--- config.mk ---
export PLATFORM = sky130hd
export DESIGN_NAME = cmd_sequencer
export DESIGN_NICKNAME = d
export VERILOG_FILES = /design/src/rtl/cmd_sequencer.sv
export SDC_FILE = /design/constraint.sdc
export NUM_CORES = 1
export LEC_CHECK = 0
export CAP_MARGIN = 15
export CORE_UTILIZATION = 50
export CTS_CLUSTER_DIAMETER = 80
export DETAILED_ROUTE_END_ITERATION = 12
export PLACE_DENSITY = 0.76
export SKIP_LAST_GASP = 1
export SYNTH_ARGS = -nofsm -noshare
export SYNTH_HDL_FRONTEND = slang
export SYNTH_SLANG_ARGS = --single-unit
--- constraint.sdc ---
create_clock -name clk -period 7.68 [get_ports clk]
set_input_delay 1.92 -clock clk [delete_from_list [all_inputs] [get_ports clk]]
set_output_delay 1.92 -clock clk [all_outputs]
set_load 0.02 [all_outputs]
--- src/rtl/cmd_sequencer.sv ---
// cmd_sequencer: serialises one latched configuration request into parser command bytes,
// with a one-entry line cache that skips the LINE preamble for repeated writes to the same line.
module cmd_sequencer #(
  parameter int NUM_INPUTS = 256
) (
  input  logic        clk,
  input  logic        rst_n,
  input  logic        req_valid,
  output logic        req_ready,
  input  logic [7:0]  req_line,
  input  logic [1:0]  req_field,
  input  logic        req_auto,
  input  logic [15:0] req_value,
  input  logic [2:0]  cap_flags,
  output logic [7:0]  cmd,
  output logic        done,
  output logic        err
);

  localparam logic [7:0] NOP     = 8'h0F;
  localparam logic [1:0] F_VOLT  = 2'd0;
  localparam logic [1:0] F_TEST  = 2'd1;
  localparam logic [1:0] F_LEN   = 2'd3;

  typedef enum logic [1:0] {S_IDLE, S_LOAD, S_EMIT, S_ERR} state_t;
  typedef enum logic [1:0] {P_LINE, P_CAP, P_DATA} phase_t;

  function automatic logic [2:0] data_last(input logic [1:0] field);
    case (field)
      F_VOLT:  data_last = 3'd3;
      F_TEST:  data_last = 3'd0;
      default: data_last = 3'd5;
    endcase
  endfunction

  // Byte for a sequence position; DATA idx 4..5 of START/LEN are the two trailing j-bytes.
  function automatic logic [7:0] byte_of(input phase_t ph, input logic [2:0] idx, input logic pass,
                                         input logic [7:0] line, input logic [1:0] field,
                                         input logic a, input logic [15:0] v, input logic [2:0] flags);
    logic       x;
    logic [3:0] off;
    x   = (field == F_TEST) ? pass : (field == F_LEN);
    off = {1'b0, idx[1:0], 1'b0} + {2'b00, idx[1:0]};
    case (ph)
      P_LINE: byte_of = {idx[1:0], line[{idx[1:0], 1'b0} +: 2], 4'h1};
      P_CAP:  byte_of = {x, flags, 4'hD};
      P_DATA: begin
        case (field)
          F_VOLT:  byte_of = {idx[1:0], v[{1'b0, idx[1:0], 1'b0} +: 2], 4'h9};
          F_TEST:  byte_of = {(pass ? v[7:4] : v[3:0]), 4'hC};
          default: begin
            if (idx[2]) byte_of = {a, idx[0], v[{2'b11, idx[0], 1'b0} +: 2], 4'h8};
            else        byte_of = {a, v[off +: 3], 2'b01, idx[1:0]};
          end
        endcase
      end
      default: byte_of = NOP;
    endcase
  endfunction

  state_t      state_q;
  phase_t      phase_q, phase_d;
  logic [2:0]  idx_q, idx_d;
  logic        pass_q, pass_d;
  logic [7:0]  line_q, last_line_q;
  logic [1:0]  field_q;
  logic        auto_q, line_valid_q;
  logic [15:0] value_q;
  logic [2:0]  flags_q;
  logic [7:0]  cmd_q, nbyte_d;
  logic        ready_q, done_q, err_q, nlast_d;
  logic        skip_s, range_err_s;

  // Next sequence position and the byte/last flag that go with it.
  always_comb begin
    skip_s      = line_valid_q && (last_line_q == line_q);
    range_err_s = ({24'd0, line_q} >= 32'(NUM_INPUTS));
    phase_d     = P_LINE;
    idx_d       = 3'd0;
    pass_d      = 1'b0;
    if (state_q == S_LOAD) begin
      if (skip_s) phase_d = (field_q == F_VOLT) ? P_DATA : P_CAP;
      else        phase_d = P_LINE;
    end else begin
      case (phase_q)
        P_LINE: begin
          if (idx_q == 3'd3) phase_d = (field_q == F_VOLT) ? P_DATA : P_CAP;
          else begin
            phase_d = P_LINE;
            idx_d   = idx_q + 3'd1;
          end
        end
        P_CAP: begin
          phase_d = P_DATA;
          pass_d  = pass_q;
        end
        P_DATA: begin
          // Only TEST's first pass reaches its data end without being last.
          if (idx_q == data_last(field_q)) begin
            phase_d = P_CAP;
            pass_d  = 1'b1;
          end else begin
            phase_d = P_DATA;
            idx_d   = idx_q + 3'd1;
            pass_d  = pass_q;
          end
        end
        default: phase_d = P_LINE;
      endcase
    end
    nbyte_d = byte_of(phase_d, idx_d, pass_d, line_q, field_q, auto_q, value_q, flags_q);
    nlast_d = (phase_d == P_DATA) && (idx_d == data_last(field_q)) &&
              ((field_q != F_TEST) || pass_d);
  end

  // Sequencer FSM with registered byte, handshake and status outputs.
  always_ff @(posedge clk) begin
    if (!rst_n) begin
      state_q      <= S_IDLE;
      phase_q      <= P_LINE;
      idx_q        <= 3'd0;
      pass_q       <= 1'b0;
      line_q       <= 8'd0;
      field_q      <= 2'd0;
      auto_q       <= 1'b0;
      value_q      <= 16'd0;
      flags_q      <= 3'd0;
      last_line_q  <= 8'd0;
      line_valid_q <= 1'b0;
      cmd_q        <= NOP;
      ready_q      <= 1'b1;
      done_q       <= 1'b0;
      err_q        <= 1'b0;
    end else begin
      case (state_q)
        S_IDLE: begin
          cmd_q <= NOP;
          if (req_valid) begin
            line_q  <= req_line;
            field_q <= req_field;
            auto_q  <= req_auto;
            value_q <= req_value;
            flags_q <= cap_flags;
            ready_q <= 1'b0;
            state_q <= S_LOAD;
          end
        end
        S_LOAD: begin
          if (range_err_s) begin
            err_q   <= 1'b1;
            state_q <= S_ERR;
          end else begin
            phase_q <= phase_d;
            idx_q   <= idx_d;
            pass_q  <= pass_d;
            cmd_q   <= nbyte_d;
            done_q  <= nlast_d;
            if (!skip_s) begin
              last_line_q  <= line_q;
              line_valid_q <= 1'b1;
            end
            state_q <= S_EMIT;
          end
        end
        S_EMIT: begin
          if (done_q) begin
            cmd_q   <= NOP;
            done_q  <= 1'b0;
            ready_q <= 1'b1;
            state_q <= S_IDLE;
          end else begin
            phase_q <= phase_d;
            idx_q   <= idx_d;
            pass_q  <= pass_d;
            cmd_q   <= nbyte_d;
            done_q  <= nlast_d;
          end
        end
        S_ERR: begin
          err_q   <= 1'b0;
          ready_q <= 1'b1;
          state_q <= S_IDLE;
        end
        default: begin
          cmd_q   <= NOP;
          ready_q <= 1'b1;
          state_q <= S_IDLE;
        end
      endcase
    end
  end

  assign req_ready = ready_q;
  assign cmd       = cmd_q;
  assign done      = done_q;
  assign err       = err_q;

endmodule

==> results.toml <==
[synthesis]
synth_area_per_cell_sq_um = 8.338
syn-num-nets = 474
yosys_most_used_dff = "dfxtp_1"
ys.warnings.count = 0
yosysSeqAreaShare_pct = 32.12
syn_area_sq_um = 3552
ys_seq_elements = 57
async_reset_ff_share_pct = 0
ys_types = 68
syn_inst = 426
synth_edf_count = 0

[clocking]
insertion_delay_ps = 350
ctsResizeCount = 0
clock-root-buffer = "clkbuf_8"
cts_sinks = 57
clkTransAtPathRegs_ps = 70
post-cts-setup-buffers = 0
cts_htree_levels = 3
clock_path_buffers = 2
cts_tree = "built"
hold_buffers = 0
numCtsBuffers = 9

[grt]
grt_pass1_wl_mm = 14.30
antenna_found_initial = 0
grt_pass1_vias = 2927
grt_max_degree = 60
grt-ovfl-total = 0
grt_util_all_layers_pct = 25.05

[detailed_routing]
drc = 0
wl_mm = 8.695
dr.pass1.iters = 6
first_iter_violations = 250
routed_via_density = 5.623
vias = 3115
wire_per_inst_um = 15.69
antenna_left = 0

[worst_setup_path]
ff2ff_path_depth = 12
endpoint = "cmd[4]"
cp-start-kind = "flop"
critPathKind = "reg -> reg"
reg2reg_from = "idx_q[0]"
crit_path_max_fanout = 19
cp-end-kind = "flop"
cp.required_ps = 7910
regToRegSetupSlack_ps = 3610
crit_start = "idx_q[0]"
timing.rr.end = "cmd[4]"
arrival_ps = 4300

[timing]
slew_headroom_pct = 27.03
min_period_ps = 4070
skew_ps = 10.55
grt_setup_unrepaired = "no"
timing.final.crit_share_pct = 53.00
max_freq_ghz = 0.2457
setup_violations = 0
tightest_slew_ps = 1094
setup_tns_ps = 0
finalHoldViolations = 0
whs_ps = 467.1
drv_slew = 0

[cells_and_area]
areaGrowthSynthToFinish_pct = 18.32
antenna_cells = 0
drive_gt1_share_pct = 9.170
nNetsFinal = 501
design_area_sq_um = 4203

[placement]
dp_hpwl_mm = 6.212
globalplace.congestion = 0.9376
portBuffers = 42
placed_area_sq_um = 3976

[power]
p_per_area_nw_per_um2 = 320.6
p_leak_nw = 1.633
power_mw = 1.348
max-vdd-ir-drop_uv = 132.8

[floorplan]
die-area_sq_um = 7445
die_w_um = 86.29
die_h_um = 86.29
ios = 44
start_util_pct = 52.00
core-area_sq_um = 6832
fp-row-count = 30

[min_path]
hold_class = "reg -> reg"
hold_start = "value_q[10]"

[run]
cap_violations = 0

[run_status]
status = "complete, no violations"
-- registers in the layout, summed over array words and instances, names as in the netlist --
name and flops:
pass_q 1, field_q 2, done 1, flags_q 3, line_valid_q 1, idx_q 3, last_line_q 8, line_q 8
value_q 16, auto_q 1, phase_q 2, state_q 2, cmd 8, req_ready 1
-- critical path, stage by stage, from the launching register on --
cell and delay [ps]:
dfxtp_1 590, ha_1 380, ha_1 220, nor3b_1 400, a21oi_4 110, nor2_4 370
inv_1 190, ha_1 570, mux4_2 560, nor4b_1 280, a21o_1 120, a21o_1 120
o31ai_1 60
-- where the power goes --
part           internal [mW]  leakage, nW  switching (mW)  total [mW]
Combinational          0.257         1.06           0.363       0.619
Sequential             0.342        0.466          0.0624       0.404
Clock                  0.186        0.110           0.139       0.324
Total                  0.784         1.63           0.563        1.35
-- cell families after synthesis --
logic type	after synthesis	synth area share [%]
AND/OR/NAND/NOR	157	21.80
AO/OA/AOI/OAI	110	23.07
flip-flops	57	32.12
buffers and inverters	46	5.601
multiplexers	32	10.04
adder cells (fa/ha/maj)	15	5.284
XOR/XNOR	8	1.973
other	1	0.1056
-- metal layers --
layer  track usage, %  vias to the layer above  wire length (um)
li1                 -                     1549                 -
met1            33.96                     1423              4071
met2            36.94                      119              3835
met3            5.810                       24               553
met4            13.18                        0               236
met5                0                        -                 0
-- cells in the mapped netlist (2+ instances only) --
cell type / n / area (sq um)
a31oi_1: 4 / 25.02
a21o_1: 4 / 30.03
o211ai_1: 3 / 22.52
o21a_1: 3 / 22.52
nand2_2: 2 / 12.51
a21boi_0: 32 / 240.2
and3_1: 5 / 31.28
ha_1: 15 / 187.7
o21ai_1: 4 / 20.02
o21ai_0: 11 / 55.05
nand2_1: 84 / 315.3
buf_2: 6 / 30.03
nor4_1: 2 / 12.51
o32ai_1: 3 / 26.28
nor3b_1: 2 / 15.01
mux2_1: 2 / 22.52
nor2_1: 15 / 56.30
dfxtp_1: 57 / 1141
o211a_1: 3 / 30.03
o22ai_1: 3 / 18.77
a2111oi_0: 2 / 17.52
inv_2: 2 / 7.510
o2111ai_1: 3 / 26.28
inv_1: 16 / 60.06
and2_1: 6 / 37.54
buf_6: 2 / 22.52
a21oi_1: 12 / 60.06
nor2b_1: 16 / 100.1
nand2b_1: 2 / 12.51
mux2i_1: 21 / 210.2
xnor2_1: 8 / 70.07
a32oi_1: 3 / 26.28
a211oi_1: 2 / 15.01
a221oi_1: 2 / 17.52
nand3_1: 6 / 30.03
mux2_2: 7 / 78.83
clkbuf_1: 18 / 67.56
mux4_2: 2 / 45.04
nor3_1: 7 / 35.03
-- layout make-up --
class                   count  area (sq um)
fillers                   634          2629
flip-flops and latches     57          1141
multi-input cells         323          2212
clock inverters             7         102.6
repair buffers             44         435.4
inverters                  18         67.56
well taps                  96         120.1
clock buffers               9         123.9
-- through the flow --
stage	utilization (%)	worst slack [ps]	cells
2_1_floorplan	-	4593	426
3_3_place_gp	58.21	3648	538
3_5_place_dp	58.21	3589	538
4_1_cts	61.52	3659	554
5_1_grt	61.52	3371	554
6_report	61.52	3610	554
-- worst min-delay path by stage --
| stage | end | depth (start not counted) |
|---|---|---|
| 6_report | value_q[10] | 2 |
| 2_1_floorplan | line_valid_q | 1 |
| 4_1_cts | value_q[10] | 2 |
| 3_5_place_dp | line_valid_q | 1 |
| 3_3_place_gp | line_valid_q | 1 |
| 5_1_grt | value_q[10] | 2 |
-- layout by cell type, fill, tap and decap left out, types with 7 or more instances in the layout --
cell	netlist	layout
a21oi_1	12	12
nor3_1	7	7
ha_1	15	15
mux2i_1	21	21
clkdlybuf4s50_1	0	42
nor2_1	15	15
clkbuf_8	0	9
nand2_1	84	84
dfxtp_1	57	57
a21boi_0	32	32
nor2b_1	16	16
inv_1	16	16
mux2_2	7	7
xnor2_1	8	8
o21ai_0	11	11
(Power assumes the default switching activity.)
